==> config.mk <==
export PLATFORM = sky130hd
export DESIGN_NAME = brew_sequencer
export DESIGN_NICKNAME = d
export VERILOG_FILES = /design/src/rtl/brew_sequencer.sv
export SDC_FILE = /design/constraint.sdc
export NUM_CORES = 1
export LEC_CHECK = 0
export ABC_AREA = 0
export CAP_MARGIN = 30
export CORE_ASPECT_RATIO = 0.8
export CORE_MARGIN = 5
export CORE_UTILIZATION = 49
export DETAILED_ROUTE_END_ITERATION = 8
export PLACE_DENSITY_LB_ADDON = 0.1
export SLEW_MARGIN = 20
export SYNTH_ARGS = -nofsm -noshare
export SYNTH_HDL_FRONTEND = slang
export SYNTH_SLANG_ARGS = --single-unit
==> constraint.sdc <==
create_clock -name clk -period 1.75 [get_ports clk]
set_input_delay 0.4375 -clock clk [delete_from_list [all_inputs] [get_ports clk]]
set_output_delay 0.4375 -clock clk [all_outputs]
set_load 0.005 [all_outputs]
==> src/rtl/brew_sequencer.sv <==
// Brew sequencer: walks grinder, pump, steamer and foamer through timed phases
// for one accepted drink request, then pulses done and counts the drink.
module brew_sequencer #(
  parameter int GRIND_CYC = 8,
  parameter int BREW_CYC  = 16,
  parameter int MILK_CYC  = 12,
  parameter int FOAM_CYC  = 6,
  parameter int CNT_W     = 8
) (
  input  logic       clk,
  input  logic       rst_n,
  input  logic       req_valid,
  input  logic [1:0] req_drink,
  output logic       req_ready,
  input  logic       abort,
  output logic       grinder_on,
  output logic       pump_on,
  output logic       steam_on,
  output logic       foam_on,
  output logic       busy,
  output logic       done,
  output logic [1:0] drink_served,
  output logic [7:0] served_cnt,
  output logic [2:0] state
);

  typedef enum logic [2:0] {
    ST_IDLE  = 3'd0,
    ST_GRIND = 3'd1,
    ST_BREW  = 3'd2,
    ST_MILK  = 3'd3,
    ST_FOAM  = 3'd4,
    ST_DONE  = 3'd5
  } state_t;

  localparam logic [1:0] DRINK_NONE     = 2'd0;
  localparam logic [1:0] DRINK_ESPRESSO = 2'd1;
  localparam logic [1:0] DRINK_LATTE    = 2'd2;

  localparam logic [CNT_W-1:0] CNT_ZERO   = '0;
  localparam logic [CNT_W-1:0] CNT_ONE    = CNT_W'(1);
  localparam logic [CNT_W-1:0] GRIND_LOAD = CNT_W'(GRIND_CYC - 1);
  localparam logic [CNT_W-1:0] BREW_LOAD  = CNT_W'(BREW_CYC - 1);
  localparam logic [CNT_W-1:0] MILK_LOAD  = CNT_W'(MILK_CYC - 1);
  localparam logic [CNT_W-1:0] FOAM_LOAD  = CNT_W'(FOAM_CYC - 1);

  state_t           state_q, state_d;
  logic [CNT_W-1:0] cnt_q, cnt_d;
  logic [1:0]       drink_q, drink_d;
  logic [7:0]       served_q, served_d;
  logic             phase_end;

  always_ff @(posedge clk or negedge rst_n) begin
    if (!rst_n) begin
      state_q  <= ST_IDLE;
      cnt_q    <= CNT_ZERO;
      drink_q  <= DRINK_NONE;
      served_q <= 8'd0;
    end else begin
      state_q  <= state_d;
      cnt_q    <= cnt_d;
      drink_q  <= drink_d;
      served_q <= served_d;
    end
  end

  assign phase_end = (cnt_q == CNT_ZERO);

  // Abort is tested before counter expiry in every active phase so it always wins.
  always_comb begin
    state_d  = state_q;
    cnt_d    = cnt_q;
    drink_d  = drink_q;
    served_d = served_q;
    case (state_q)
      ST_IDLE: begin
        cnt_d = CNT_ZERO;
        if (req_valid && (req_drink != DRINK_NONE) && !abort) begin
          state_d = ST_GRIND;
          cnt_d   = GRIND_LOAD;
          drink_d = req_drink;
        end
      end
      ST_GRIND: begin
        if (abort) begin
          state_d = ST_IDLE;
          cnt_d   = CNT_ZERO;
          drink_d = DRINK_NONE;
        end else if (phase_end) begin
          state_d = ST_BREW;
          cnt_d   = BREW_LOAD;
        end else begin
          cnt_d = cnt_q - CNT_ONE;
        end
      end
      ST_BREW: begin
        if (abort) begin
          state_d = ST_IDLE;
          cnt_d   = CNT_ZERO;
          drink_d = DRINK_NONE;
        end else if (phase_end) begin
          if (drink_q == DRINK_ESPRESSO) begin
            state_d = ST_DONE;
            cnt_d   = CNT_ZERO;
          end else begin
            state_d = ST_MILK;
            cnt_d   = MILK_LOAD;
          end
        end else begin
          cnt_d = cnt_q - CNT_ONE;
        end
      end
      ST_MILK: begin
        if (abort) begin
          state_d = ST_IDLE;
          cnt_d   = CNT_ZERO;
          drink_d = DRINK_NONE;
        end else if (phase_end) begin
          if (drink_q == DRINK_LATTE) begin
            state_d = ST_DONE;
            cnt_d   = CNT_ZERO;
          end else begin
            state_d = ST_FOAM;
            cnt_d   = FOAM_LOAD;
          end
        end else begin
          cnt_d = cnt_q - CNT_ONE;
        end
      end
      ST_FOAM: begin
        if (abort) begin
          state_d = ST_IDLE;
          cnt_d   = CNT_ZERO;
          drink_d = DRINK_NONE;
        end else if (phase_end) begin
          state_d = ST_DONE;
          cnt_d   = CNT_ZERO;
        end else begin
          cnt_d = cnt_q - CNT_ONE;
        end
      end
      ST_DONE: begin
        state_d  = ST_IDLE;
        cnt_d    = CNT_ZERO;
        drink_d  = DRINK_NONE;
        served_d = served_q + 8'd1;
      end
      default: begin
        state_d = ST_IDLE;
        cnt_d   = CNT_ZERO;
        drink_d = DRINK_NONE;
      end
    endcase
  end

  assign state        = state_q;
  assign req_ready    = (state_q == ST_IDLE);
  assign busy         = (state_q != ST_IDLE);
  assign grinder_on   = (state_q == ST_GRIND);
  assign pump_on      = (state_q == ST_BREW);
  assign steam_on     = (state_q == ST_MILK);
  assign foam_on      = (state_q == ST_FOAM);
  assign done         = (state_q == ST_DONE);
  assign drink_served = (state_q == ST_DONE) ? drink_q : DRINK_NONE;
  assign served_cnt   = served_q;

endmodule

Word level (Yosys, flattened, before mapping). Index checks and enable logic that the tools add are counted.

Flip-flop bits (word level): 21. Input bits: 6. Output and inout port bits: 20.

Reduce and logical (&&, ||, !) cells: 10. Add/subtract/negate cells: 2. Eq/ne operators: 13. Muxes and demuxes: 28.

Operator list (number): two-way mux 8 bit (8); one-hot mux 8 bit (5 select lines) (1); two-way mux 3 bit (12); one-hot mux 3 bit (5 select lines) (1); inequality test 3 x 2 -> 1 bit, second input constant (4); adder 8 x 1 -> 8 bit, second input constant (1); zero test 8 bit (1); subtractor 8 x 1 -> 8 bit, second input constant (1); == test 3 x 2 -> 1 bit, second input constant (2); == test 3 bit, second input constant (2); two-way mux 2 bit (3); AND reduction 5 bit (1); two-way mux 4 bit (1); inequality test 2 x 1 -> 1 bit, second input constant (2); one-hot mux 2 bit (2 select lines) (1); OR reduction 4 bit (1); == test 3 x 1 -> 1 bit, second input constant (1); zero test 3 bit (1); nonzero test 3 bit (1); == test 2 x 1 -> 1 bit, second input constant (1); == test 2 bit, second input constant (1); logical AND 1 bit (2); AND reduction 2 bit (1); nonzero test 2 bit (1); other kinds (2) (2).

Longest topological paths before layout.
Word-level depth: 5. Mapped depth: 6. Depth with buffers taken out: 5.

Least setup slack after synthesis. OpenSTA, ideal clock, no wires.

Path kind: register -> register. Start point: register state_q[0] (netlist: state[0]). End point: register state_q[0] (netlist: state[0]). Slack: 0.177 ns. Clock period less this slack: 1.573 ns. Stages on the path, launching flop included: 6. Data arrival time: 1.448 ns. Required time: 1.625 ns. Setup time: 0.125 ns. Path through: dfrtp_1 buf_2 or3b_4 a21oi_4 a21oi_2 mux2_4.

Cells in the longest elaborated chain, start to end: 3. Elaborated cells between the ends (all ways): 12. Those cells by class: eq/ne (9); mux (1); reduce/logical (2).

Ends and longest elaborated chain: start, declared (RTL line 47) `state_t state_q, state_d;`; start signal, assigned (RTL line 60) `state_q <= state_d;`; == test 3 bit (tied with other cells) (RTL line 75) `case (state_q)`; inequality test 3 x 2 -> 1 bit (no line) or inequality test 2 x 1 -> 1 bit (tied branches); AND reduction 5 bit (no line).

Several ways; a longest one is shown, not always the timed one. A chain may end at the register's enable or synchronous reset.

Final worst setup path.
Start point: register state_q[1] (netlist: state[1]). End point: output port drink_served[0].

Cells in the longest elaborated chain, start to end: 2.

Ends and longest elaborated chain: == test 3 bit (RTL line 164) `assign drink_served = (state_q == ST_DONE) ? drink_q : DRINK_NONE;`; two-way mux 2 bit (RTL line 164); end, declared (RTL line 22) `output logic [1:0] drink_served,`.

Every way passes these cells.

==> flow_summary.json <==
{
  "ys_types": 37,
  "syn_area_um2": 1160,
  "hold_buffers": 0,
  "power_density_nw_per_um2": 1480,
  "fin_ws_ns": -0.189,
  "synth_top_family_by_area": "simple AND/OR/NAND/NOR gates",
  "grt_pass1_vias": 1084,
  "cap_violations": 0,
  "area_growth_pct": 52.5,
  "syn_area_per_cell_um2": 9.91,
  "grt_overflow_total": 0,
  "cp.buffers_inverters": 4,
  "cpPeakStageDelay_ns": 0.46,
  "worst_pin_slew_ns": 0.344,
  "setup_viol": 12,
  "synth-edff-count": 0,
  "grt_max_degree": 22,
  "synthAdderAreaFrac_pct": 4.10,
  "path_max_fanout": 3,
  "endpoint": "drink_served[0]",
  "r2r_end": "state[1]",
  "fmax_mhz": 516,
  "dr_total_vias": 1073,
  "clock_latency_ns": 0.31,
  "rows": 15,
  "cp_num_cells": 6,
  "crit_path_frequent_cell": "buf_6",
  "hpwlAfterDp_um": 2070,
  "async_flop_share_pct": 100,
  "synth_top_area_cell": "dfrtp_1",
  "synth.top_cells.by_area": "dfrtp_1 (45%), xnor2_1 (5.3%), nor2_1 (4.5%)",
  "netlist_instances": 117,
  "clock_sinks": 21,
  "grt_pass1_wl_um": 5010,
  "synth_warnings": 0,
  "crit_required_ns": 1.31,
  "track_usage_pct": 19.2,
  "yosys_register_bits": 21,
  "dieWidth_um": 64.4,
  "synthXorXnorAreaFrac_pct": 9.82,
  "crit_type": "flip-flop to primary output",
  "via_per_inst": 5.34,
  "cts.clk_slew.worst_paths_ns": 0.12,
  "slew-limit-headroom_pct": 76.9,
  "n_fill_cell": 148,
  "initial_utilization_pct": 52.4,
  "antenna_found_initial": 0,
  "slew_viol_final": 0,
  "violations": "setup timing",
  "crit_slowest_cell": "dfrtp_1",
  "final-seq-area_um2": 528,
  "holdWs_ns": 0.454,
  "netlist_top_cells_count": "dfrtp_1 (21), nor2_1 (14), nand2_1 (8), inv_1 (7), xnor2_1 (7)",
  "synth_nets": 126,
  "hp-class": "primary input to asynchronous set/reset pin",
  "cp-end-kind": "primary output",
  "synth_top_area_share_pct": 45.3,
  "die-area_um2": 3450,
  "cts_buffers": 3,
  "period_minus_slack_ns": 1.94,
  "drt_pass1_iterations": 4,
  "r2r_slack_ns": -0.04,
  "pin_count": 26,
  "routedWlPerCell_um": 15.5,
  "worstPathArrival_ns": 1.50,
  "core-area_um2": 2210,
  "yosysMostFrequentCell": "dfrtp_1",
  "multi_input_area_um2": 642,
  "layout.nets": 186,
  "place_congestion": 0.786,
  "rsz0062_at_grt": "yes",
  "fp.dieH_um": 53.5,
  "path_delay_family": "flip-flops",
  "wirelength_um": 3110,
  "yosys.area_share.simple_pct": 24.5,
  "power_mw": 2.61,
  "htree_num_levels": 1,
  "timing.rr.start": "state[1]",
  "status": "finished with violations",
  "cp-startpoint": "state[1]",
  "final-hold-violation-count": 0,
  "start_kind": "flip-flop",
  "cp_cell_sequence": "buf_6, nand3b_1, inv_2, buf_6, and2_4, buf_6",
  "clockBufferDepth": 2,
  "worst_ir_drop_vdd_mv": 1.04,
  "io_buffers": 25,
  "drt_iter0_drc": 22,
  "drive_gt1_share_pct": 39.2,
  "root_buffer": "clkbuf_4",
  "leakage_nw": 0.893,
  "clock_skew_ns": 0.00163,
  "diodes": 0,
  "synth_compound_area_share_pct": 10.7,
  "drc_errors": 0,
  "synth_flop_cell": "dfrtp_1",
  "muxShareOfSynthArea_pct": 2.16,
  "tritoncts": "built",
  "r2r_cells": 7,
  "dpl_worst_slack_ns": -0.122,
  "fin_crit_sh_pct": 111,
  "ys_seq_area_share_pct": 45.3,
  "postRouteAntennaNets": 0
}
## flip-flops by register name, summed over array words and instances, names as in the netlist
register    count
state           3
served_cnt      8
drink_q         2
cnt_q           8
## cell type report
cell class	instances	share of cell area, %
inverter	8	1.70
sequential	21	29.8
clock buffer	3	1.27
timing repair buffer	57	28.9
multi-input combinational	86	36.3
clock inverter	1	0.283
tap	25	1.77
## stage by stage
stage / utilization (%) / setup TNS, ns / std cells / cell area (um^2)
6_report: 79.9 / -1.13 / 201 / 1770
5_1_grt: 79.9 / -1.76 / 201 / 1770
4_1_cts: 74.9 / -0.777 / 193 / 1660
3_5_place_dp: 70.1 / -0.859 / 181 / 1550
3_3_place_gp: 70.1 / -0.662 / 181 / 1550
2_1_floorplan: - / 0 / 117 / 1160
## worst min path at each step
stage,startpoint,end,slack [ns],depth (start not counted)
4_1_cts,rst_n,served_cnt[7],0.45,2
5_1_grt,rst_n,served_cnt[3],0.45,2
6_report,rst_n,served_cnt[3],0.45,2
2_1_floorplan,rst_n,cnt_q[0],0.14,0
3_3_place_gp,served_cnt[7],served_cnt[7],0.46,1
3_5_place_dp,cnt_q[0],cnt_q[0],0.49,1
## where the power goes
group	internal, mW	leakage (nW)	switching (mW)
Clock	0.0854	0.0177	0.156
Sequential	0.613	0.281	0.145
Combinational	0.864	0.594	0.752
Total	1.56	0.893	1.05
## cell usage in the layout, fill, tap and decap left out, types with 2 or more instances in the layout
cell,n
and3_1,2
nand2_1,8
dfrtp_1,19
and2_4,2
clkdlybuf4s50_1,13
a21oi_1,5
buf_6,13
dfrtp_2,2
clkbuf_4,3
a21oi_2,2
nor2b_1,2
xor2_1,6
dlymetal6s2s_1,2
nor2_1,11
xnor2_1,7
buf_4,24
inv_2,3
o21ai_1,2
inv_1,5
nand2b_4,2
or3_1,2
buf_2,4
a22o_1,2
nor2_2,3
nand3_1,5
nor3_1,2
ha_1,3
## timing repair
action,in CTS,in global routing
endpoints found under the setup margin,12,22
resized for setup,53,14
setup buffers,10,8
pin swaps,4,1
endpoints found under the hold margin,0,0
## layer usage
metal,track usage [%],up-vias,share of wire (%)
met1,22.7,517,44
li1,-,519,-
met5,0,-,0
met3,5.31,6,5.4
met2,34.6,31,49
met4,5.26,0,1.7
## kinds of logic (layout without fill, tap and decap cells)
family                   Yosys count  after routing
adder cells (fa/ha/maj)            4              4
XOR/XNOR                          13             13
multiplexers                       2              2
AND/OR/NAND/NOR                   50             50
flip-flops                        21             21
buffers and inverters             10             69
AO/OA/AOI/OAI                     17             17
No activity file was read; power rests on OpenSTA's default activity.
